### config.mk
export PLATFORM = sky130hd
export DESIGN_NAME = noc_linreg_master_flat
export DESIGN_NICKNAME = d
export VERILOG_FILES = /design/src/rtl/noc_linreg_master_if.sv /design/src/rtl/noc_linreg_master.sv /design/src/flat_wrapper.sv
export SDC_FILE = /design/constraint.sdc
export NUM_CORES = 1
export LEC_CHECK = 0
export CORE_MARGIN = 2
export CORE_UTILIZATION = 36
export CTS_CLUSTER_SIZE = 10
export DETAILED_ROUTE_END_ITERATION = 8
export SETUP_SLACK_MARGIN = 0.15
export SYNTH_ARGS = -nofsm -noshare
export SYNTH_HDL_FRONTEND = slang
export SYNTH_SLANG_ARGS = --single-unit
### constraint.sdc
create_clock -name CLK -period 7.48 [get_ports CLK]
set_clock_uncertainty 0.1 [all_clocks]
set_input_delay 1.122 -clock CLK [delete_from_list [all_inputs] [get_ports CLK]]
set_output_delay 1.122 -clock CLK [all_outputs]
set_load 0.05 [all_outputs]
### src/rtl/noc_linreg_master_if.sv
// noc_linreg_master_if: request, network and response signals of the NoC linear-register master
//   request : req_valid/req_data/req_tail in, req_ready back
//   inject  : flit_to_send/send_flit_flag out, credit_to_accept in
//   eject   : flit_to_receive in, credit_to_send/send_credit_flag out
//   response: rsp_valid/rsp_data/rsp_tail out, rsp_ready in
//   master modport is the NoC master itself, slave modport is its environment
interface noc_linreg_master_if #(
    parameter int FLIT_DATA_WIDTH = 64,
    parameter int DEST_BITS       = 1,
    parameter int VC_BITS         = 1
);
    localparam int FW = 2 + FLIT_DATA_WIDTH + DEST_BITS + VC_BITS;
    localparam int CW = 1 + VC_BITS;
    logic                       req_valid;
    logic [FLIT_DATA_WIDTH-1:0] req_data;
    logic                       req_tail;
    logic                       req_ready;
    logic [FW-1:0]              flit_to_send;
    logic                       send_flit_flag;
    logic [CW-1:0]              credit_to_accept;
    logic [FW-1:0]              flit_to_receive;
    logic [CW-1:0]              credit_to_send;
    logic                       send_credit_flag;
    logic                       rsp_valid;
    logic [FLIT_DATA_WIDTH-1:0] rsp_data;
    logic                       rsp_tail;
    logic                       rsp_ready;
    modport master (
        input  req_valid, req_data, req_tail, credit_to_accept, flit_to_receive, rsp_ready,
        output req_ready, flit_to_send, send_flit_flag, credit_to_send, send_credit_flag,
               rsp_valid, rsp_data, rsp_tail
    );
    modport slave (
        output req_valid, req_data, req_tail, credit_to_accept, flit_to_receive, rsp_ready,
        input  req_ready, flit_to_send, send_flit_flag, credit_to_send, send_credit_flag,
               rsp_valid, rsp_data, rsp_tail
    );
endinterface

### src/rtl/noc_linreg_master.sv
// noc_linreg_master: credit-based NoC injection master with a 4-deep request FIFO and 2-deep response buffer
//   CLK, RST      : single clock, synchronous active-high reset
//   bus (master)  : request, flit injection/credit, ejection/credit-return and response signals
//   outstanding   : packets injected whose tail response has not been consumed
//   cred_err      : sticky flag for credit overflow or a flit arriving at a full receive buffer
//   flits_sent, stall_cycles : saturating statistics, live only when NOC_MASTER_STATS_EN is defined
//   flits are {valid,tail,dest,vc,data}; credits are {valid,vc}
module noc_linreg_master #(
    parameter int FLIT_DATA_WIDTH = 64,
    parameter int DEST_BITS       = 1,
    parameter int VC_BITS         = 1,
    parameter int NUM_CREDITS     = 4,
    parameter int DEST_PORT       = 0
) (
    input  logic                CLK,
    input  logic                RST,
    noc_linreg_master_if.master bus,
    output logic [2:0]          outstanding,
    output logic                cred_err,
    output logic [15:0]         flits_sent,
    output logic [15:0]         stall_cycles
);
    localparam int DW = FLIT_DATA_WIDTH;
    localparam int FW = 2 + DW + DEST_BITS + VC_BITS;
    localparam int CW = 1 + VC_BITS;
    localparam int RW = DW + VC_BITS + 1;
    localparam logic [3:0] CRED_MAX = 4'(NUM_CREDITS);
    typedef enum logic {TX_HEAD, TX_BODY} state_t;
    state_t state;
    logic [DW:0]        req_mem [4];
    logic [1:0]         req_wp, req_rp;
    logic [2:0]         req_cnt;
    logic [DW:0]        req_head;
    logic [3:0]         credit_cnt;
    logic               req_rdy, req_push, inject, cred_in, head_tail, tail_inj;
    logic [RW-1:0]      rx_mem [2];
    logic               rx_wp, rx_rp;
    logic [1:0]         rx_cnt;
    logic [RW-1:0]      rx_head;
    logic               rx_in, rx_push, rx_pop, rsp_v, tail_pop;
    logic               cr_flag;
    logic [VC_BITS-1:0] cr_vc;
    logic               unused_bits;
    assign unused_bits = ^{bus.flit_to_receive[FW-3 -: DEST_BITS], bus.credit_to_accept[CW-2:0]};
    assign req_head  = req_mem[req_rp];
    assign head_tail = req_head[DW];
    assign req_rdy   = !RST && req_cnt != 3'd4 && outstanding != 3'd7;
    assign req_push  = bus.req_valid && req_rdy;
    assign inject    = !RST && req_cnt != '0 && credit_cnt != '0;
    assign tail_inj  = inject && head_tail;
    assign cred_in   = bus.credit_to_accept[CW-1];
    assign bus.req_ready      = req_rdy;
    assign bus.send_flit_flag = inject;
    assign bus.flit_to_send   = inject ? {1'b1, head_tail, DEST_BITS'(DEST_PORT), {VC_BITS{1'b0}}, req_head[DW-1:0]} : '0;
    // receive entries keep {tail,vc,data}; vc is needed for the credit returned on consumption
    assign rx_head  = rx_mem[rx_rp];
    assign rx_in    = bus.flit_to_receive[FW-1];
    assign rx_push  = rx_in && rx_cnt != 2'd2;
    assign rsp_v    = !RST && rx_cnt != '0;
    assign rx_pop   = rsp_v && bus.rsp_ready;
    assign tail_pop = rx_pop && rx_head[RW-1];
    assign bus.rsp_valid        = rsp_v;
    assign bus.rsp_data         = rsp_v ? rx_head[DW-1:0] : '0;
    assign bus.rsp_tail         = rsp_v && rx_head[RW-1];
    assign bus.send_credit_flag = !RST && cr_flag;
    assign bus.credit_to_send   = (!RST && cr_flag) ? {1'b1, cr_vc} : '0;
    always_ff @(posedge CLK) begin
        if (req_push) req_mem[req_wp] <= {bus.req_tail, bus.req_data};
        if (rx_push) rx_mem[rx_wp] <= {bus.flit_to_receive[FW-2], bus.flit_to_receive[DW+VC_BITS-1:0]};
    end
    always_ff @(posedge CLK) begin
        if (RST) begin
            req_wp      <= '0;
            req_rp      <= '0;
            req_cnt     <= '0;
            rx_wp       <= 1'b0;
            rx_rp       <= 1'b0;
            rx_cnt      <= '0;
            credit_cnt  <= CRED_MAX;
            state       <= TX_HEAD;
            outstanding <= '0;
            cred_err    <= 1'b0;
            cr_flag     <= 1'b0;
            cr_vc       <= '0;
        end else begin
            req_wp  <= req_wp + 2'(req_push);
            req_rp  <= req_rp + 2'(inject);
            req_cnt <= req_cnt + 3'(req_push) - 3'(inject);
            // coincident credit and injection cancel; a credit beyond the initial pool is an error
            if (inject && !cred_in)
                credit_cnt <= credit_cnt - 4'd1;
            else if (cred_in && !inject && credit_cnt != CRED_MAX)
                credit_cnt <= credit_cnt + 4'd1;
            if (inject)
                state <= head_tail ? TX_HEAD : TX_BODY;
            if (tail_inj && !tail_pop && outstanding != 3'd7)
                outstanding <= outstanding + 3'd1;
            else if (tail_pop && !tail_inj && outstanding != '0)
                outstanding <= outstanding - 3'd1;
            // a flit arriving at a full buffer is dropped even if the head is popped this cycle
            rx_wp  <= rx_wp ^ rx_push;
            rx_rp  <= rx_rp ^ rx_pop;
            rx_cnt <= rx_cnt + 2'(rx_push) - 2'(rx_pop);
            if ((cred_in && !inject && credit_cnt == CRED_MAX) || (rx_in && rx_cnt == 2'd2))
                cred_err <= 1'b1;
            cr_flag <= rx_pop;
            cr_vc   <= rx_pop ? rx_head[DW+VC_BITS-1:DW] : '0;
        end
    end
`ifdef NOC_MASTER_STATS_EN
    logic [15:0] flits_q, stall_q;
    always_ff @(posedge CLK) begin
        if (RST) begin
            flits_q <= '0;
            stall_q <= '0;
        end else begin
            if (inject && flits_q != 16'hFFFF) flits_q <= flits_q + 16'd1;
            if (req_cnt != '0 && credit_cnt == '0 && stall_q != 16'hFFFF) stall_q <= stall_q + 16'd1;
        end
    end
    assign flits_sent   = RST ? '0 : flits_q;
    assign stall_cycles = RST ? '0 : stall_q;
`else
    assign flits_sent   = '0;
    assign stall_cycles = '0;
`endif
endmodule

### src/flat_wrapper.sv
// flat-port wrapper written by rule: the top's interface ports become plain ports
module noc_linreg_master_flat 
#(
    parameter int FLIT_DATA_WIDTH = 64,
    parameter int DEST_BITS       = 1,
    parameter int VC_BITS         = 1,
    parameter int NUM_CREDITS     = 4,
    parameter int DEST_PORT       = 0
)
  (CLK, RST, outstanding, cred_err, flits_sent, stall_cycles, bus_req_valid, bus_req_data, bus_req_tail, bus_credit_to_accept, bus_flit_to_receive, bus_rsp_ready, bus_req_ready, bus_flit_to_send, bus_send_flit_flag, bus_credit_to_send, bus_send_credit_flag, bus_rsp_valid, bus_rsp_data, bus_rsp_tail);
  noc_linreg_master_if #(.FLIT_DATA_WIDTH(FLIT_DATA_WIDTH), .DEST_BITS(DEST_BITS), .VC_BITS(VC_BITS)) bus_i ();
  input  logic CLK;
  input  logic RST;
  output logic [2:0] outstanding;
  output logic cred_err;
  output logic [15:0] flits_sent;
  output logic [15:0] stall_cycles;
  input wire logic [$bits(bus_i.req_valid)-1:0] bus_req_valid;
  input wire logic [$bits(bus_i.req_data)-1:0] bus_req_data;
  input wire logic [$bits(bus_i.req_tail)-1:0] bus_req_tail;
  input wire logic [$bits(bus_i.credit_to_accept)-1:0] bus_credit_to_accept;
  input wire logic [$bits(bus_i.flit_to_receive)-1:0] bus_flit_to_receive;
  input wire logic [$bits(bus_i.rsp_ready)-1:0] bus_rsp_ready;
  output wire logic [$bits(bus_i.req_ready)-1:0] bus_req_ready;
  output wire logic [$bits(bus_i.flit_to_send)-1:0] bus_flit_to_send;
  output wire logic [$bits(bus_i.send_flit_flag)-1:0] bus_send_flit_flag;
  output wire logic [$bits(bus_i.credit_to_send)-1:0] bus_credit_to_send;
  output wire logic [$bits(bus_i.send_credit_flag)-1:0] bus_send_credit_flag;
  output wire logic [$bits(bus_i.rsp_valid)-1:0] bus_rsp_valid;
  output wire logic [$bits(bus_i.rsp_data)-1:0] bus_rsp_data;
  output wire logic [$bits(bus_i.rsp_tail)-1:0] bus_rsp_tail;
  assign bus_i.req_valid = bus_req_valid;
  assign bus_i.req_data = bus_req_data;
  assign bus_i.req_tail = bus_req_tail;
  assign bus_i.credit_to_accept = bus_credit_to_accept;
  assign bus_i.flit_to_receive = bus_flit_to_receive;
  assign bus_i.rsp_ready = bus_rsp_ready;
  assign bus_req_ready = bus_i.req_ready;
  assign bus_flit_to_send = bus_i.flit_to_send;
  assign bus_send_flit_flag = bus_i.send_flit_flag;
  assign bus_credit_to_send = bus_i.credit_to_send;
  assign bus_send_credit_flag = bus_i.send_credit_flag;
  assign bus_rsp_valid = bus_i.rsp_valid;
  assign bus_rsp_data = bus_i.rsp_data;
  assign bus_rsp_tail = bus_i.rsp_tail;
  noc_linreg_master #(.FLIT_DATA_WIDTH(FLIT_DATA_WIDTH), .DEST_BITS(DEST_BITS), .VC_BITS(VC_BITS), .NUM_CREDITS(NUM_CREDITS), .DEST_PORT(DEST_PORT)) u_core (.CLK(CLK), .RST(RST), .bus(bus_i), .outstanding(outstanding), .cred_err(cred_err), .flits_sent(flits_sent), .stall_cycles(stall_cycles));
endmodule
; After elaboration in Yosys (flattened, before gate mapping)
; Memories as Yosys holds them, arrays and structs flattened. A register that Yosys moved wholly into a read port is not among the register bits.
; Index checks and enable logic that the tools add are counted.
[word_totals]
regBits = 21
ramBits = 392
input_bits = 139
elab_cells = 79
n_memories = 2
[mem_list]
columns = name, words, word_bits, rd, rd_clocked_by_memory_dff, write_ports, line
row1 = u_core.req_mem, 4, 65, 1, 1, 1, noc_linreg_master.sv:30  ; logic [DW:0] req_mem [4];
row2 = u_core.rx_mem, 2, 66, 1, 1, 1, noc_linreg_master.sv:36  ; logic [RW-1:0] rx_mem [2];
[op_classes]
n_addsub = 10
n_eq_ne = 6
n_mux = 13
bitwise_logic = 3
reduce_logical = 34
[op_table]
columns = operator, count
row1 = $mux 68, 1
row2 = $mux 64, 1
row3 = $logic_and 1x1->1, 21
row4 = $mux 4, 2
row5 = $add 2x1->2, 3
row6 = $mux 3, 2
row7 = $ne 3x3->1 const B, 2
row8 = $reduce_bool 2->1, 3
row9 = $reduce_bool 3->1, 2
row10 = $logic_not 1->1, 5
row11 = $mux 1, 5
row12 = $add 4x1->4 const B, 1
row13 = $eq 4x3->1 const B, 1
row14 = $mux 2, 2
row15 = $ne 4x3->1 const B, 1
row16 = $reduce_bool 4->1, 1
row17 = $sub 4x1->4 const B, 1
row18 = $add 3x1->3, 1
row19 = $add 3x1->3 const B, 1
row20 = $sub 3x1->3, 1
row21 = $sub 3x1->3 const B, 1
row22 = $eq 2x2->1 const B, 1
row23 = $ne 2x2->1 const B, 1
row24 = $reduce_or 2->1, 1
row25 = other kinds (4), 5

; Logic depth before layout (Yosys ltp)
; Gate-level depths: netlist (run 1).
[logic_depth]
depth_word = 9
mapped_depth = 12
mapped_depth_nobuf = 10

; Least setup slack after synthesis (run 1)
; No wires, ideal clock.
[synth_path]
path_type = input to register
start = in RST
end = mem u_core.req_mem[1][0] (netlist bit) (enable)
arrival_time_ns = 6.135
t_required_ns = 6.798
path_slack_ns = 0.663
stages = 3
n_path_buf = 0
path_cell_list = nor2_1 -> nand3_1 -> nor3b_1
[synth_between]
elab_chain_len = 6
[synth_lines]
columns = element, line
row1 = start: declaration, flat_wrapper.sv:13  ; input logic RST;
row2 = $logic_not 1->1, noc_linreg_master.sv:47  ; assign req_rdy = !RST && req_cnt != 3'd4 && outstanding != 3'd7;
row3 = $logic_and 1x1->1 (2 in a row), noc_linreg_master.sv:47
row4 = $logic_and 1x1->1, noc_linreg_master.sv:48  ; assign req_push = bus.req_valid && req_rdy;
row5 = $mux 1, noc_linreg_master.sv:68  ; if (req_push) req_mem[req_wp] <= {bus.req_tail, bus.req_data};
row6 = $mux 1 (not written as such), noc_linreg_master.sv:68
row7 = end: declaration, noc_linreg_master.sv:30
; No other way between the ends.

; Final worst setup path (run 1)
[layout_path]
start = in RST
end = out bus_flit_to_send[47]
[layout_between]
elab_chain_len = 4
[layout_lines]
columns = element, line
row1 = $logic_not 1->1, noc_linreg_master.sv:49  ; assign inject = !RST && req_cnt != '0 && credit_cnt != '0;
row2 = $logic_and 1x1->1 (2 in a row), noc_linreg_master.sv:49
row3 = $mux 68, noc_linreg_master.sv:54  ; assign bus.flit_to_send = inject ? {1'b1, head_tail, DEST_BITS'(DEST_PORT), {VC_BITS{1'b0}}, req_head[DW-1:0]} ...
row4 = end: declaration, flat_wrapper.sv:25  ; output wire logic [$bits(bus_i.flit_to_send)-1:0] bus_flit_to_send;
; No other way between the ends.

==> results_tabular.tex, run 1 <==
\begin{tabular}{lr}
\hline
Metric & Value \\
\hline
\multicolumn{2}{l}{\textbf{Placement}} \\
\quad Cell Area, Placed & about 19,000 um\^{}2 \\
\quad PortBufs & around 280 \\
\quad Gpl congestion & around 0.7 \\
\quad HPWL after detailed placement & 19,500 um \\
\quad Dpl ws & approximately 2.1 ns \\
\quad Number of placed cells counting well taps & about 1,700 \\
\multicolumn{2}{l}{\textbf{Finish}} \\
\quad Number of nets in the layout & 1,299 \\
\quad Final cell count without fillers & around 1,800 \\
\quad Fill count & between 3,000 and 4,000 \\
\quad Area added between synthesis and finish & 29.3\% \\
\quad Share of post-route cells with drive strength above 1 & 0.125 \\
\quad Sequential cell area & 12,200 um\^{}2 \\
\quad Post-route standard cell area excluding fillers & 20,800 um\^{}2 \\
\quad Final core utilization & 0.471 \\
\quad Multi-input logic area & 3590 um\^{}2 \\
\multicolumn{2}{l}{\textbf{Logic synthesis}} \\
\quad Total number of yosys warnings & 0 \\
\quad Fraction of post-synthesis cell area in the top cell type by area & 0.731 \\
\quad Largest area contributor in the netlist & edfxtp\_1 \\
\quad Register bit total from synthesis & between 400 and 500 \\
\quad Summed instance area of the synthesized netlist & between 15,000 and 20,000 um\^{}2 \\
\quad Number of synthesized flops with an enable pin & $\sim$390 \\
\quad Fraction of synthesis flops using an asynchronous set or reset pin & 0 \\
\quad Sequential fraction of the synthesis area & 0.757 \\
\quad Cell count after synthesis & between 800 and 900 \\
\quad Compound-Gate Fraction of Synth Area & 0.00630 \\
\quad Number of library cell types mapped by synthesis & 41 \\
\quad Per-instance average area after synthesis & between 15 and 20 um\^{}2 \\
\quad Dominant combinational cell family by area after synthesis & multiplexers \\
\quad Leading register cell type out of synthesis & edfxtp\_1 \\
\quad Post-synthesis share of cell area spent on and, or, nand and nor gates & 0.0558 \\
\quad Top cells by area, synth & edfxtp\_1, mux4\_2, mux2i\_1 \\
\quad Synth Area in Adders & 0.00948 \\
\quad Mux contribution to synthesized area & 0.136 \\
\quad Share of the synthesized netlist area taken by xor and xnor gates & 0.00490 \\
\multicolumn{2}{l}{\textbf{Global route}} \\
\quad Maximum number of pins on one net before global-route repair & 69 \\
\quad Number of antenna violations at the first check in global routing & 1 \\
\quad Overall track demand over capacity in global routing & 0.144 \\
\quad Number of global-route vias before repair & around 8,800 \\
\quad Overflow left after global routing & 0 \\
\quad First-pass GRT wire length & between 50,000 and 60,000 um \\
\multicolumn{2}{l}{\textbf{Power and ir drop}} \\
\quad Fraction of power consumed by the clock network & 0.287 \\
\quad Power dissipated by switching net loads & $\sim$2.4 mW \\
\quad Part of the total power dissipated in combinational logic & 0.307 \\
\quad Total power consumption of the routed design & $\sim$7.2 mW \\
\quad Worst supply voltage drop on vdd & roughly 240 uV \\
\quad Leakage Power & around 6.7 nW \\
\quad Switching fraction of total power & 0.328 \\
\quad Sequential fraction of design power & 0.406 \\
\quad Internal Dissipation & between 4 and 5 mW \\
\quad Total power density per cell area & 345 nW/um\^{}2 \\
\multicolumn{2}{l}{\textbf{Timing}} \\
\quad Fin. Hold Viols & 0 \\
\quad Setup repair after global routing missed its margin & false \\
\quad Tightest slew margin relative to the limit & 0.299 \\
\quad Final worst hold slack & about 0.41 ns \\
\quad Fin crit share & 0.703 \\
\quad Fin Setup TNS & 0 ns \\
\quad Final-report max-slew violation count & 0 \\
\quad Setup-failing EPs final & 0 \\
\quad Final critical-path setup slack & about 2.2 ns \\
\quad Fmax & around 190 MHz \\
\quad Crit path time final & $\sim$5.3 ns \\
\quad Worst slew pin tran & roughly 1.1 ns \\
\multicolumn{2}{l}{\textbf{Clocking}} \\
\quad Cell at the root of the clock tree & clkbuf\_16 \\
\quad CTS-repair resized insts & 0 \\
\quad Post-CTS setup buffer count & 0 \\
\quad Num CTS Buffers & 48 \\
\quad CTS H-tree depth & 2 \\
\quad Insertion delay of the later-clocked pin in the worst-skew pair & between 0.5 and 0.6 ns \\
\quad Clock-pin transition on the worst setup and hold timing paths & around 0.060 ns \\
\quad Clock tree from TritonCTS & yes \\
\quad Post-CTS Hold Fix Bufs & 0 \\
\quad CTS sink cnt & around 410 \\
\quad Buffer depth of the longest clock path & 3 \\
\multicolumn{2}{l}{\textbf{Floorplan}} \\
\quad Placement row count & 77 \\
\quad Ports placed on the boundary & approximately 310 \\
\quad Die width & around 220 um \\
\quad Core outline area & about 44,000 um\^{}2 \\
\quad DIE AREA & $\sim$46,000 um\^{}2 \\
\quad Height of the die & 215 um \\
\quad Initial core utilization & 0.364 \\
\multicolumn{2}{l}{\textbf{Critical path}} \\
\quad R2R cell count & 7 \\
\quad Data arrival time of the critical path & between 4 and 5 ns \\
\quad Critical Setup Path Class & input port to primary output \\
\quad Crit. End Element & primary output \\
\quad Crit path launch type & input port \\
\quad Worst Path Max Fanout & between 60 and 70 \\
\quad Critical Path RT & about 6.3 ns \\
\multicolumn{2}{l}{\textbf{Route}} \\
\quad Count of vias placed by the detailed router & 8,235 \\
\quad Detail-routed via count per cell & roughly 4.7 \\
\quad Drt first-iter violations & between 300 and 400 \\
\quad Detail Route Antenna Nets & 0 \\
\quad Iteration count of the initial detailed-routing pass & 4 \\
\quad Routed wire per std cell & 18.9 um \\
\quad Drc violations & 0 \\
\quad Total routed wirelength & 33,300 um \\
\multicolumn{2}{l}{\textbf{Flow run}} \\
\quad Max Cap Violations & 0 \\
\multicolumn{2}{l}{\textbf{Outcome}} \\
\quad Result of the run & finished clean \\
\multicolumn{2}{l}{\textbf{Hold path}} \\
\quad Hold depth & 1 \\
\quad Hold WC Path Type & register to register \\
\hline
\end{tabular}
## state kept, by name, indices dropped and copies added (netlist names)
register / flops
u_core.cr_vc: 1
u_core.rx_mem: 132
u_core.credit_cnt: 4
u_core.rx_rp: 1
u_core.req_rp: 2
u_core.outstanding: 3
u_core.req_cnt: 3
u_core.rx_wp: 1
u_core.cred_err: 1
u_core.req_mem: 260
u_core.req_wp: 2
u_core.cr_flag: 1
u_core.rx_cnt: 2
## synthesized netlist by cell type, types with 3 or more instances
library cell and number:
a21oi_1 4, and2_1 66, buf_1 6, buf_2 8, buf_4 36, clkbuf_1 25, dfxtp_1 21, edfxtp_1 392
ha_1 9, inv_1 11, mux2_2 3, mux2i_1 72, mux4_2 64, nand2_1 3, nand3_1 5, nor2_1 80
nor2b_1 7, nor3_1 6, xnor2_1 7
## power by group through the flow
stage | combinational [mW] | clock, mW | sequential [mW]
6_report | 2.20 | 2.06 | 2.91
5_1_grt | 2.34 | 2.23 | 2.95
4_1_cts | 2.24 | 2.13 | 2.92
3_5_place_dp | 2.23 | 0 | 2.97
3_3_place_gp | 2.23 | 0 | 2.96
2_1_floorplan | 1.59 | 0 | 2.90
## critical path, cell delays in order
cell and delay, ns:
clkdlybuf4s50_1 0.40, buf_4 0.22, or3_1 0.51, inv_2 0.08, buf_4 0.52, and2_1 0.23, clkdlybuf4s50_1 0.87
## path summary, 6_finish.rpt
| check | start | endpoint | slack (ns) |
|---|---|---|---|
| max reg2reg | u_core.rx_rp | u_core.outstanding[2] | 4.06 |
| min reg2reg | u_core.outstanding[2] | u_core.outstanding[2] | 0.41 |
| max | RST | bus_flit_to_send[47] | 2.22 |
| min | u_core.outstanding[2] | u_core.outstanding[2] | 0.41 |
## final cells by class
class,instances,area share
diodes,3,0.000361
clock buffers,64,0.0611
clock inverters,7,0.00421
inverters,11,0.00198
multi-input cells,386,0.173
flip-flops and latches,413,0.586
well taps,592,0.0356
repair buffers,289,0.138
## placed cells by master (no fill, tap or decap), types with 10 or more instances in the layout
master,instances
and2_1,66
buf_4,12
clkbuf_1,15
clkbuf_16,48
clkdlybuf4s50_1,277
conb_1,34
dfxtp_1,18
edfxtp_1,392
inv_1,10
mux2i_1,72
mux4_2,64
nor2_1,79
## routing by layer
layer | part of all wire | GRT usage | vias to the layer above
li1 | - | - | 3795
met1 | 0.42 | 0.182 | 4106
met2 | 0.47 | 0.228 | 284
met3 | 0.094 | 0.0596 | 48
met4 | 0.019 | 0.0389 | 2
met5 | 0.00039 | 0 | -
## kinds of logic after synthesis
kind of cell	after synthesis
DFF	413
xor gates and xnor gates	9
adders and majority gates	11
muxes	139
buffers and inverters	87
and+or+nand+nor	178
AOI/OAI and AO/OA	15
other	1
Power figures use the tool's default switching activity.
==> run 2: changes to the inputs <==
==> constraint.sdc (replaced) <==
create_clock -name CLK -period 4.7 [get_ports CLK]
set_clock_uncertainty 0.1 [all_clocks]
set_input_delay 0.705 -clock CLK [delete_from_list [all_inputs] [get_ports CLK]]
set_output_delay 0.705 -clock CLK [all_outputs]
set_load 0.05 [all_outputs]
==> run 2 against run 1 <==
Compared with the run above:
- global-route usage up 0.70 points
- sequential cell count unchanged
- core utilization grew 0.33 points
- worst setup slack worse by 1.5 ns
- via count rose by 1.5%
- critical path depth is 2 lower
- critical path type unchanged
- largest cell class unchanged
- highest routed layer unchanged
==> results_tabular.tex, run 2 (synthesis results as in run 1) <==
\begin{tabular}{lr}
\hline
Metric & Value \\
\hline
\multicolumn{2}{l}{\textbf{Critical path}} \\
\quad R2R cell count & 11 \\
\quad Ordered list of cells on the worst path & clkdlybuf4s50\_1 > or3\_1 > inv\_2 > and2\_1 > clkdlybuf4s50\_1 \\
\quad End of the worst register-to-register path & u\_core.req\_cnt[2] \\
\quad Crit path launch type & input port \\
\quad Kind of cell adding the most delay to the critical path & buffers and inverters \\
\quad Critical path buffer and inverter count & 3 \\
\quad Beginning of the worst register-to-register path & u\_core.credit\_cnt[0] \\
\quad Reg2Reg Setup Slack & 1.72 ns \\
\quad Largest stage delay, worst path & around 0.8 ns \\
\quad Data arrival time of the critical path & roughly 3.2 ns \\
\quad Critical Path RT & 3.89 ns \\
\quad Crit-path most repeated cell & clkdlybuf4s50\_1 \\
\quad Slowest cell on the critical path & clkdlybuf4s50\_1 \\
\quad Critical Setup Path Class & input port to primary output \\
\quad Crit. End Element & primary output \\
\quad Worst Path Max Fanout & 19 \\
\multicolumn{2}{l}{\textbf{Power and ir drop}} \\
\quad Switching fraction of total power & 0.332 \\
\quad Total power consumption of the routed design & between 10 and 15 mW \\
\quad Part of the total power dissipated in combinational logic & 0.312 \\
\quad Worst supply voltage drop on vdd & 346 uV \\
\quad Sequential fraction of design power & 0.401 \\
\quad Power dissipated by switching net loads & $\sim$3.8 mW \\
\quad Total power density per cell area & 550 nW/um\^{}2 \\
\quad Fraction of power consumed by the clock network & 0.287 \\
\quad Leakage Power & slightly below 7 nW \\
\quad Internal Dissipation & approximately 7.7 mW \\
\multicolumn{2}{l}{\textbf{Floorplan}} \\
\quad DIE AREA & about 46,000 um\^{}2 \\
\quad Ports placed on the boundary & $\sim$310 \\
\quad Height of the die & roughly 220 um \\
\quad Initial core utilization & 0.364 \\
\quad Placement row count & 77 \\
\quad Die width & 215 um \\
\quad Core outline area & around 44,000 um\^{}2 \\
\multicolumn{2}{l}{\textbf{Timing}} \\
\quad Fin crit share & 0.849 \\
\quad Final worst hold slack & 0.405 ns \\
\quad Fin. Hold Viols & 0 \\
\quad Crit path time final & between 3 and 4 ns \\
\quad Fin Setup TNS & 0 ns \\
\quad Tightest slew margin relative to the limit & 0.367 \\
\quad Setup repair after global routing missed its margin & false \\
\quad Fmax & 251 MHz \\
\quad Worst slew pin tran & about 0.95 ns \\
\quad Setup-failing EPs final & 0 \\
\quad Final-report max-slew violation count & 0 \\
\multicolumn{2}{l}{\textbf{Clocking}} \\
\quad Post-CTS setup buffer count & 0 \\
\quad Insertion delay of the later-clocked pin in the worst-skew pair & approximately 0.57 ns \\
\quad Buffer depth of the longest clock path & 3 \\
\quad Clock tree from TritonCTS & yes \\
\quad CTS-repair resized insts & 0 \\
\quad Cell at the root of the clock tree & clkbuf\_16 \\
\quad Num CTS Buffers & 48 \\
\quad Clock-pin transition on the worst setup and hold timing paths & about 0.05 ns \\
\quad Post-CTS Hold Fix Bufs & 0 \\
\quad CTS H-tree depth & 2 \\
\quad CTS sink cnt & approximately 410 \\
\multicolumn{2}{l}{\textbf{Global route}} \\
\quad Global Route met1 Usage & 0.192 \\
\quad First-pass GRT wire length & 53,100 um \\
\quad Overflow left after global routing & 0 \\
\quad GR met3 Demand/Resource & 0.0650 \\
\quad GR peak layer & met2 \\
\quad Number of antenna violations at the first check in global routing & 3 \\
\quad Overall track demand over capacity in global routing & 0.151 \\
\quad Number of global-route vias before repair & about 9,000 \\
\quad Maximum number of pins on one net before global-route repair & between 60 and 70 \\
\quad Met2 layer usage reported by global route & 0.236 \\
\multicolumn{2}{l}{\textbf{Route}} \\
\quad Routed wire per std cell & between 15 and 20 um \\
\quad Drc violations & 0 \\
\quad Total routed wirelength & between 30,000 and 40,000 um \\
\quad Iteration count of the initial detailed-routing pass & 6 \\
\quad Detail Route Antenna Nets & 0 \\
\quad Count of vias placed by the detailed router & about 8,400 \\
\quad Drt first-iter violations & around 460 \\
\quad Detail-routed via count per cell & between 4 and 5 \\
\multicolumn{2}{l}{\textbf{Flow run}} \\
\quad Max Cap Violations & 0 \\
\multicolumn{2}{l}{\textbf{Finish}} \\
\quad Most common cell after layout, fill and taps aside & edfxtp\_1 \\
\quad Registers with the most flip-flops & u\_core.req\_mem x260, u\_core.rx\_mem x132, u\_core.credit\_cnt x4 \\
\quad Most frequent cells in the layout & edfxtp\_1, clkdlybuf4s50\_1, nor2\_1, mux2i\_1, and2\_1 \\
\quad Biggest register & u\_core.req\_mem \\
\quad Number of nets in the layout & 1,309 \\
\quad Final core utilization & 0.474 \\
\quad Flip-flop count of the largest register, all copies and words added & 260 \\
\quad Share of post-route cells with drive strength above 1 & 0.172 \\
\quad Area added between synthesis and finish & 30.2\% \\
\multicolumn{2}{l}{\textbf{Outcome}} \\
\quad Result of the run & finished clean \\
\multicolumn{2}{l}{\textbf{Placement}} \\
\quad PortBufs & between 200 and 300 \\
\quad HPWL after detailed placement & approximately 22,000 um \\
\quad Gpl congestion & slightly below 0.8 \\
\multicolumn{2}{l}{\textbf{Hold path}} \\
\quad Critical hold path startpoint & u\_core.outstanding[2] \\
\quad Hold depth & 1 \\
\quad Hold Crit Endpoint & u\_core.outstanding[2] \\
\quad Hold WC Path Type & register to register \\
\hline
\end{tabular}
-- run 2: worst max path at each step --
| stage | startpoint | end | slack (ns) | cells after the start |
|---|---|---|---|---|
| after floorplan | u_core.outstanding[0] | u_core.req_mem[2][0] | 0.20 | 6 |
| after global placement | RST | bus_flit_to_send[40] | 0.71 | 5 |
| after detailed placement | RST | bus_flit_to_send[36] | 0.66 | 5 |
| after CTS | RST | bus_flit_to_send[36] | 0.64 | 5 |
| after global routing | RST | bus_flit_to_send[50] | 0.56 | 5 |
| final | RST | bus_flit_to_send[36] | 0.71 | 5 |
-- run 2: area by class of cell --
type	count	area (um^2)
fill	3780	23300
antenna	2	5.00
sequential	413	12200
multi-input combinational	386	3610
clock inverter	7	91.3
inverter	11	41.3
timing repair buffer	299	2980
tap	592	741
clock buffer	68	1290
-- run 2: metal layers --
layer	part of all wire	routed length, um
met3	0.097	3350
met2	0.46	15900
met1	0.42	14600
met4	0.022	750
met5	0.00038	13
-- run 2: power groups by stage --
stage / logic [mW] / clock network [mW] / registers, mW
after detailed placement: 3.64 / 0 / 4.70
after CTS: 3.66 / 3.43 / 4.63
after global routing: 3.83 / 3.58 / 4.66
final: 3.59 / 3.31 / 4.62
after floorplan: 2.52 / 0 / 4.61
after global placement: 3.65 / 0 / 4.69
-- run 2: per-stage QoR --
stage	cells	setup WS [ns]	cell area (um^2)
after floorplan	886	0.196	16200
after global placement	1701	0.706	19600
after detailed placement	1701	0.656	19600
after CTS	1776	0.645	20900
after global routing	1776	0.557	20900
final	1778	0.712	21000
